==> config.mk <==
export PLATFORM = sky130hd
export DESIGN_NAME = processing_core_param
export DESIGN_NICKNAME = d
export VERILOG_FILES = /design/src/rtl/processing_core_param.sv
export SDC_FILE = /design/constraint.sdc
export NUM_CORES = 1
export LEC_CHECK = 0
export BUFFER_PORTS_ARGS = -buffer_cell sky130_fd_sc_hd__clkbuf_2
export CORE_ASPECT_RATIO = 1.1
export CORE_MARGIN = 4
export CORE_UTILIZATION = 55
export DETAILED_ROUTE_END_ITERATION = 10
export PLACE_DENSITY = 0.74
export SETUP_SLACK_MARGIN = 0.3
export SLEW_MARGIN = 25
export SYNTH_ARGS = -nofsm -noshare
export SYNTH_HDL_FRONTEND = slang
export SYNTH_SLANG_ARGS = --single-unit
==> constraint.sdc <==
create_clock -name MAIN_CLOCK -period 8.5 [get_ports MAIN_CLOCK]
set_input_delay 0.85 -clock MAIN_CLOCK [delete_from_list [all_inputs] [get_ports MAIN_CLOCK]]
set_output_delay 0.85 -clock MAIN_CLOCK [all_outputs]
set_load 0.01 [all_outputs]
==> src/rtl/processing_core_param.sv <==
// Parametrised multicycle accumulator CPU with handshaked instruction/data
// memories, START/PROCESS_FINISHED run control, optional MUL and illegal-op trap.
module processing_core_param #(
  parameter int DATA_W   = 16,
  parameter int IADDR_W  = 8,
  parameter int NUM_REGS = 4,
  parameter int MUL_EN   = 1
) (
  input  logic               MAIN_CLOCK,
  input  logic               RESET,
  input  logic               START,
  output logic               IMEM_REQ,
  output logic [IADDR_W-1:0] IMEM_ADDR,
  input  logic [15:0]        IMEM_DATA,
  input  logic               IMEM_ACK,
  output logic               MEM_REQ,
  output logic               MEM_WE,
  output logic [DATA_W-1:0]  MEM_ADDR,
  output logic [DATA_W-1:0]  MEM_WDATA,
  input  logic [DATA_W-1:0]  MEM_RDATA,
  input  logic               MEM_ACK,
  output logic               BUSY,
  output logic               PROCESS_FINISHED,
  output logic               ERR,
  output logic               Z_FLAG,
  output logic [DATA_W-1:0]  REG_AC
);

  typedef enum logic [2:0] {S_IDLE, S_FETCH, S_EXEC, S_MEM, S_HALTED} state_t;
  typedef enum logic [3:0] {
    OP_NOP, OP_LDI, OP_LDM, OP_STM, OP_MVA, OP_ADD, OP_SUB, OP_MUL,
    OP_LDAC, OP_STAC, OP_INC, OP_JZ, OP_JNZ, OP_JMP, OP_ILL, OP_HALT
  } op_t;

  localparam logic [4:0] NREG = 5'(NUM_REGS);

  state_t              state;
  logic [IADDR_W-1:0]  pc;
  logic [15:0]         ir;
  logic [DATA_W-1:0]   ac;
  logic [DATA_W-1:0]   ar;
  logic [DATA_W-1:0]   regs [16];

  op_t                 op;
  logic [3:0]          rn_idx;
  logic [7:0]          imm;
  logic                rn_ok;
  logic                illegal;
  logic [DATA_W-1:0]   rn_val;
  logic [DATA_W-1:0]   alu_res;
  logic [2*DATA_W-1:0] prod;
  logic                reg_we;
  logic [DATA_W-1:0]   reg_wdata;

  assign op        = op_t'(ir[15:12]);
  assign rn_idx    = ir[11:8];
  assign imm       = ir[7:0];
  assign rn_ok     = {1'b0, rn_idx} < NREG;
  assign rn_val    = rn_ok ? regs[rn_idx] : '0;
  assign illegal   = (op == OP_ILL) || ((op == OP_MUL) && (MUL_EN == 0));
  assign prod      = {{DATA_W{1'b0}}, ac} * {{DATA_W{1'b0}}, rn_val};
  assign IMEM_ADDR = pc;
  assign MEM_ADDR  = ar;
  assign REG_AC    = ac;

  always_comb begin
    case (op)
      OP_ADD:  alu_res = ac + rn_val;
      OP_SUB:  alu_res = ac - rn_val;
      OP_MUL:  alu_res = prod[DATA_W-1:0];
      default: alu_res = rn_val;
    endcase
  end

  // Single register write port shared by EXEC-stage ops and load completion.
  always_comb begin
    reg_we    = 1'b0;
    reg_wdata = '0;
    if (state == S_EXEC) begin
      case (op)
        OP_LDI:  begin reg_we = 1'b1; reg_wdata = DATA_W'(imm);           end
        OP_STAC: begin reg_we = 1'b1; reg_wdata = ac;                     end
        OP_INC:  begin reg_we = 1'b1; reg_wdata = rn_val + DATA_W'(1);    end
        default: ;
      endcase
    end else if ((state == S_MEM) && MEM_ACK && !MEM_WE) begin
      reg_we    = 1'b1;
      reg_wdata = MEM_RDATA;
    end
  end

  always_ff @(posedge MAIN_CLOCK or posedge RESET) begin
    if (RESET) begin
      for (int unsigned i = 0; i < 16; i++) regs[i] <= '0;
    end else if (reg_we && rn_ok) begin
      regs[rn_idx] <= reg_wdata;
    end
  end

  always_ff @(posedge MAIN_CLOCK or posedge RESET) begin
    if (RESET) begin
      state            <= S_IDLE;
      pc               <= '0;
      ir               <= '0;
      ac               <= '0;
      ar               <= '0;
      Z_FLAG           <= 1'b0;
      ERR              <= 1'b0;
      IMEM_REQ         <= 1'b0;
      MEM_REQ          <= 1'b0;
      MEM_WE           <= 1'b0;
      MEM_WDATA        <= '0;
      BUSY             <= 1'b0;
      PROCESS_FINISHED <= 1'b0;
    end else begin
      unique case (state)
        S_IDLE, S_HALTED: begin
          if (START) begin
            pc               <= '0;
            ERR              <= 1'b0;
            state            <= S_FETCH;
            IMEM_REQ         <= 1'b1;
            BUSY             <= 1'b1;
            PROCESS_FINISHED <= 1'b0;
          end
        end
        S_FETCH: begin
          if (IMEM_ACK) begin
            ir       <= IMEM_DATA;
            pc       <= pc + IADDR_W'(1);
            IMEM_REQ <= 1'b0;
            state    <= S_EXEC;
          end
        end
        S_EXEC: begin
          state    <= S_FETCH;
          IMEM_REQ <= 1'b1;
          if (illegal) begin
            ERR              <= 1'b1;
            state            <= S_HALTED;
            IMEM_REQ         <= 1'b0;
            BUSY             <= 1'b0;
            PROCESS_FINISHED <= 1'b1;
          end else begin
            case (op)
              OP_LDM, OP_STM: begin
                state     <= S_MEM;
                IMEM_REQ  <= 1'b0;
                MEM_REQ   <= 1'b1;
                MEM_WE    <= (op == OP_STM);
                MEM_WDATA <= rn_val;
              end
              OP_MVA: ar <= rn_val;
              OP_ADD, OP_SUB, OP_MUL, OP_LDAC: begin
                ac     <= alu_res;
                Z_FLAG <= (alu_res == '0);
              end
              OP_JZ:  if (Z_FLAG)  pc <= IADDR_W'(imm);
              OP_JNZ: if (!Z_FLAG) pc <= IADDR_W'(imm);
              OP_JMP: pc <= IADDR_W'(imm);
              OP_HALT: begin
                state            <= S_HALTED;
                IMEM_REQ         <= 1'b0;
                BUSY             <= 1'b0;
                PROCESS_FINISHED <= 1'b1;
              end
              default: ;
            endcase
          end
        end
        S_MEM: begin
          if (MEM_ACK) begin
            MEM_REQ  <= 1'b0;
            MEM_WE   <= 1'b0;
            state    <= S_FETCH;
            IMEM_REQ <= 1'b1;
          end
        end
        default: state <= S_IDLE;
      endcase
    end
  end

endmodule

* After elaboration in Yosys (flattened, before gate mapping)
Cells that the tools add are included.
** Operators by class
- Add/subtract/negate cells :: 4
- Multipliers :: 1
- $lt $le $gt $ge :: 3
- Eq/ne operators :: 29
- Muxes and demuxes :: 49
- Bitwise logic cells :: 2
- Reduce and logical (&&, ||, !) cells :: 26
** Operator list (count)
- bitwise mux 256 bit :: 1
- 2-to-1 mux 16 bit :: 6
- one-hot mux 16 bit (3 select lines) :: 2
- binary-select mux 16 bit (select 4 bit) :: 1
- demux 16 bit (select 4 bit) :: 1
- one-hot mux 8 bit (3 select lines) :: 2
- 2-to-1 mux 8 bit :: 5
- equality test 4 bit, second input constant :: 8
- 2-to-1 mux 1 bit :: 19
- AND reduction 3 bit :: 6
- adder 16 x 1 -> 16 bit, second input constant :: 1
- adder 16 bit :: 1
- equality test 4 x 3 -> 1 bit, second input constant :: 4
- logical NOT 16 bit :: 1
- multiplier 16 x 16 -> 16 bit :: 1
- subtractor 16 bit :: 1
- 2-to-1 mux 3 bit :: 4
- one-hot mux 3 bit (4 select lines) :: 1
- != test 2 bit, second input constant :: 5
- one-hot mux 1 bit (2 select lines) :: 5
- adder 8 x 1 -> 8 bit, second input constant :: 1
- equality test 4 x 2 -> 1 bit, second input constant :: 2
- AND reduction 4 bit :: 2
- AND reduction 7 bit :: 1
- other kinds (25) :: 33
** Storage, ports and cells
- Bits in registers :: 338
- Input port bits :: 37
- Output and inout bits :: 63
- Word-level logic and storage cells :: 143

* Longest topological paths before layout
- Depth after elaboration :: 9
- Depth in mapped cells :: 28
- Depth with buffers taken out :: 24

* Least setup slack after synthesis
Ideal clock, no wire load.
- Kind :: flip-flop to flip-flop
- Start :: register ir[8]
- End :: register Z_FLAG
- Library setup time :: 0.122 ns
- Arrival time :: 6.833 ns
- Data required time :: 8.378 ns
- Path slack :: 1.545 ns
- Cell stages (with the launch flop) :: 25
- Path buffers :: 3
- Period minus slack after synthesis :: 6.955 ns
- Cells stage by stage :: dfrtp_1 -> buf_6 -> buf_12 -> or3_1 -> o22a_2 -> inv_2 -> clkbuf_1 -> nand2_1 -> fa_1 -> fa_1 -> inv_1 -> fa_1 -> inv_1 -> fa_1 -> fa_1 -> fa_1 -> xor2_1 -> xnor2_1 -> xnor2_1 -> xnor3_1 -> xnor3_1 -> xnor3_1 -> xnor2_1 -> nand2b_1 -> a32o_1
** On the way
- Longest elaborated chain between the ends :: 8
- Elaborated cells between the ends (all ways) :: 11
- Classes of those cells :: add/sub: 2; mul: 1; order compare: 1; mux: 5; bitwise: 1; reduce/logical: 1
** RTL lines
- from (decl) :: line 39 : logic [15:0] ir;
- from (signal assigned) :: line 104 : ir <= '0;
- from (signal assigned) :: line 129 : ir <= IMEM_DATA;
- inverter 4 -> 5 bit (not written as such) :: line 59 : assign rn_val = rn_ok ? regs[rn_idx] : '0;
- binary-select mux 16 bit (select 4 bit) :: line 59
- 2-to-1 mux 16 bit (not written as such) (2 in series) :: line 59
- 2-to-1 mux 16 bit (*) :: line 59
- named net rn_val[1] :: line 49 : logic [DATA_W-1:0] rn_val;
- multiplier 16 x 16 -> 16 bit, or another cell as far along :: line 61 : assign prod = {{DATA_W{1'b0}}, ac} * {{DATA_W{1'b0}}, rn_val};
- one-hot mux 16 bit (3 select lines) (*) :: line 67 : case (op)
- logical NOT 16 bit (*) :: line 156 : Z_FLAG <= (alu_res == '0);
- to (signal assigned) :: line 156
- to (decl) :: line 25 : output logic Z_FLAG,
The timed path passes the listed nets; every way through them passes the cells marked *. The select of a mux whose other input is x is not followed.
A chain may end at the register's enable or synchronous reset.

* Final worst setup path
- Start :: register ir[9]
- End :: register Z_FLAG
** On the way
- Longest elaborated chain between the ends :: 8
- Elaborated cells between the ends (all ways) :: 11
- Classes of those cells :: add/sub: 2; mul: 1; order compare: 1; mux: 5; bitwise: 1; reduce/logical: 1
** RTL lines (line)
- inverter 4 -> 5 bit (not written as such) :: 59
- binary-select mux 16 bit (select 4 bit) :: 59
- 2-to-1 mux 16 bit (not written as such) (2 in series) :: 59
- 2-to-1 mux 16 bit (*) :: 59
- multiplier 16 x 16 -> 16 bit, or another cell as far along :: 61
- one-hot mux 16 bit (3 select lines) (*) :: 67
- logical NOT 16 bit (*) :: 156
Mark *: on every way between the ends. The rest lies on a longest branch, timed or not. The select of a mux whose other input is x is not followed.

==> key figures <==
Outcome
  – Status: completed

Placement
  – Placed inst area: 0.0142 mm2
  – Dpl cells: 1777
  – Setup slack at placement: 1.22 ns
  – DP HPWL: 27900 um
  – Final Wtd Congestion: 1.01
  – Input/output buffers: 99

Final layout
  – Post-layout util: 60.9%
  – Multi-input logic area: 0.00819 mm2
  – Layout cell share with drive strength beyond 1: 15.9%
  – Reg area: 0.00451 mm2
  – Fin area: 0.0149 mm2
  – Post-Layout Cell Count: 1809
  – Layout Nets: 1672
  – Area Growth Syn to Fin: 9.26%
  – # fillers: 2043
  – Inserted Diodes: 0

STA
  – Worst-margin pin slew: 1.06 ns
  – Rel. slew slack: 29.0%
  – Unrepaired setup endpoints after global routing: false
  – Fin. Hold Viols: 0
  – Slew Limit Fails: 0
  – Tcrit/Tclk final: 86.4%
  – Tmin final: 7.35 ns
  – Skew final: 0.0119 ns
  – Final setup fails: 0
  – Post-Route Setup TNS: 0 ns
  – Fmax achieved: 136 MHz
  – Final hold slack: 0.375 ns
  – Setup ws final: 1.15 ns

Floorplanning
  – Chip height: 173 um
  – Top Ports: 100
  – Die X: 158 um
  – Die Area: 0.0273 mm2
  – Starting Density: 55.7%
  – Core Box Area: 0.0244 mm2
  – Row count: 60

Critical path
  – WP data arrival: 7.67 ns
  – Internal reg-to-reg setup slack: 1.15 ns
  – Worst setup SP type: register
  – Reg2reg end: Z_FLAG
  – Worst R2R Start: ir[9]
  – R2r worst-path depth: 22
  – Worst Path Required: 8.82 ns
  – Crit Path Class: register to register
  – Crit-path max FO: 28
  – CP Capture Type: register

Min path
  – Worst hold stages: 0
  – Origin of the worst min-delay path: regs[30]
  – Worst hold endpoint: regs[30]
  – Hold Path Class: register to register

Clock tree
  – # hold bufs at CTS: 0
  – Clock transition at the registers of the reported paths: 0.08 ns
  – Clock buffer depth: 2
  – Num CTS Buffers: 17
  – Cts repair resizes: 0
  – TritonCTS clock tree: done
  – TritonCTS Sinks: 180
  – Root Buffer: clkbuf_16
  – Worst-Skew Late Latency: 0.44 ns
  – Setup bufs post-CTS: 0
  – H-tree levels: 4

Synthesis
  – Post-synth EDFFs: 0
  – Register area share after synthesis: 33.1%
  – Top FF cell, synth: dfrtp_1
  – Unique masters post-synth: 78
  – Area leader, netlist: dfrtp_1
  – Fraction of registers with async set/reset: 100%
  – Ranking of synthesized cells by area: dfrtp_1 33%, fa_1 12%, ha_1 6.3%
  – Synthesis Warnings: 0
  – Mapped Nets: 1645
  – Post-synth top area share: 33.1%
  – #FFs+latches synth: 180
  – Post-Syn Area: 0.0136 mm2
  – Post-Syn Instances: 1459
  – Mean Syn Cell Area: 9.32 um2

Global routing
  – First-pass GRT wire length: 61800 um
  – Initial antenna violation count: 0
  – Total gr overflow: 0
  – Vias in the first global route: 11200
  – Largest net degree at the start of global routing: 99
  – Total track usage: 29.1%

Power
  – Switching Power: 2.06 mW
  – Sw frac: 46.5%
  – Comb pwr share: 51.9%
  – Clock share of power: 19.0%
  – Pwr Total: 4.44 mW
  – Cell area power density: 299 mW/mm2
  – P_leak: 6.99 nW
  – Int Pwr: 2.37 mW
  – Sequential share of power: 29.2%
  – VDD IR-drop max: 0.227 mV

Detailed routing
  – # DRC: 0
  – Drt wl/cell: 21.5 um
  – DR pass1 iterations: 8
  – Vias: 11100
  – Routed wire length: 38900 um
  – Antenna-violating nets left: 0
  – Iteration-0 DRC Markers: 1039
  – Drt via density: 6.14

Run
  – Max-cap viol count: 0
-- worst max-delay path, cell delays in order (launching register included) --
cell,delay [ns]
dfrtp_2,0.82
buf_4,0.40
mux2i_1,0.40
o22ai_4,0.24
and2_1,0.24
fa_1,0.51
inv_1,0.05
fa_1,0.48
inv_1,0.05
fa_1,0.48
fa_1,0.44
inv_1,0.09
fa_1,0.43
fa_1,0.40
xor2_1,0.16
xnor2_1,0.21
xnor2_1,0.16
xnor3_1,0.35
xnor3_1,0.34
xnor3_1,0.38
xnor2_1,0.14
nand2b_1,0.17
a32o_1,0.26
-- cell type report --
| class | count | area share [%] |
|---|---|---|
| clock buffers | 17 | 2.86 |
| clock inverters | 15 | 1.39 |
| inverters | 121 | 3.09 |
| multi-input cells | 1043 | 55.1 |
| flip-flops and latches | 180 | 30.3 |
| well taps | 310 | 2.61 |
| repair buffers | 123 | 4.57 |
-- synth_stat cells (6+ instances only) --
library cell  number
a22oi_1           10
o211ai_1           7
nand3_1           22
nand2b_1           8
nor2_1            94
a222oi_1           9
buf_1              6
clkbuf_1          98
and2_1            50
xor2_1            10
nor2b_1           14
a211oi_1           6
fa_1              81
nand2_1          184
xnor2_1           51
mux2_2            35
mux2i_1           13
and3_1            34
mux4_2            13
dfrtp_1          180
inv_1            118
ha_1              68
nor3_1            22
o21ai_0          112
a21oi_1           75
a31oi_1           18
-- cells by family (layout without fill, tap and decap cells) --
group                      count (synthesis)  after routing  synth area share (%)
adders and majority gates                149            149                  18.2
muxes                                     66             66                  6.89
DFF                                      180            180                  33.1
buffers and inverters                    236            276                  6.85
xor gates and xnor gates                  67             67                  4.88
and+or+nand+nor                          457            457                  16.0
AOI/OAI and AO/OA                        304            304                  14.1
-- routing by layer --
metal	vias to the layer above	global-route usage, %	share of wire [%]	wire length, um
li1	5000	-	-	-
met1	5477	38.7	39	15200
met2	535	48.3	49	19100
met3	103	5.16	8.6	3350
met4	0	9.65	3.4	1320
met5	-	0	0	0
-- cell usage in the layout (no fill, tap or decap), drive strengths merged, types with 22 or more instances in the layout --
cell type,synthesis,routed
mux2,36,36
and2,52,52
and3,34,34
clkbuf,98,116
inv,121,128
dfrtp,180,180
xnor2,52,52
a21oi,75,75
ha,68,68
fa,81,81
nor2,94,94
nand2,184,184
nor3,22,22
buf,17,24
nand3,22,22
o21ai,117,117
-- registers in the layout, summed over array words and instances (netlist names) --
name,count
MEM_WE,1
BUSY,1
ERR,1
regs,98
REG_AC,16
IMEM_ADDR,8
Z_FLAG,1
state,3
ir,16
MEM_ADDR,16
MEM_REQ,1
PROCESS_FINISHED,1
MEM_WDATA,16
IMEM_REQ,1
-- power groups by stage --
stage | Clock (mW) | Sequential, mW | Combinational [mW]
after floorplan | 0 | 1.18 | 1.72
after global placement | 0 | 1.29 | 2.21
after detailed placement | 0 | 1.30 | 2.24
after CTS | 0.849 | 1.29 | 2.25
after global routing | 0.886 | 1.31 | 2.50
final | 0.842 | 1.29 | 2.30
-- worst max-delay path by stage --
| stage | depth (start not counted) | endpoint | start | slack, ns |
|---|---|---|---|---|
| after floorplan | 24 | Z_FLAG | ir[8] | 1.55 |
| after global placement | 22 | Z_FLAG | ir[10] | 1.30 |
| after detailed placement | 22 | Z_FLAG | ir[10] | 1.22 |
| after CTS | 22 | Z_FLAG | ir[10] | 1.18 |
| after global routing | 22 | Z_FLAG | ir[10] | 0.78 |
| final | 22 | Z_FLAG | ir[9] | 1.15 |
No activity file was read; power rests on OpenSTA's default activity.
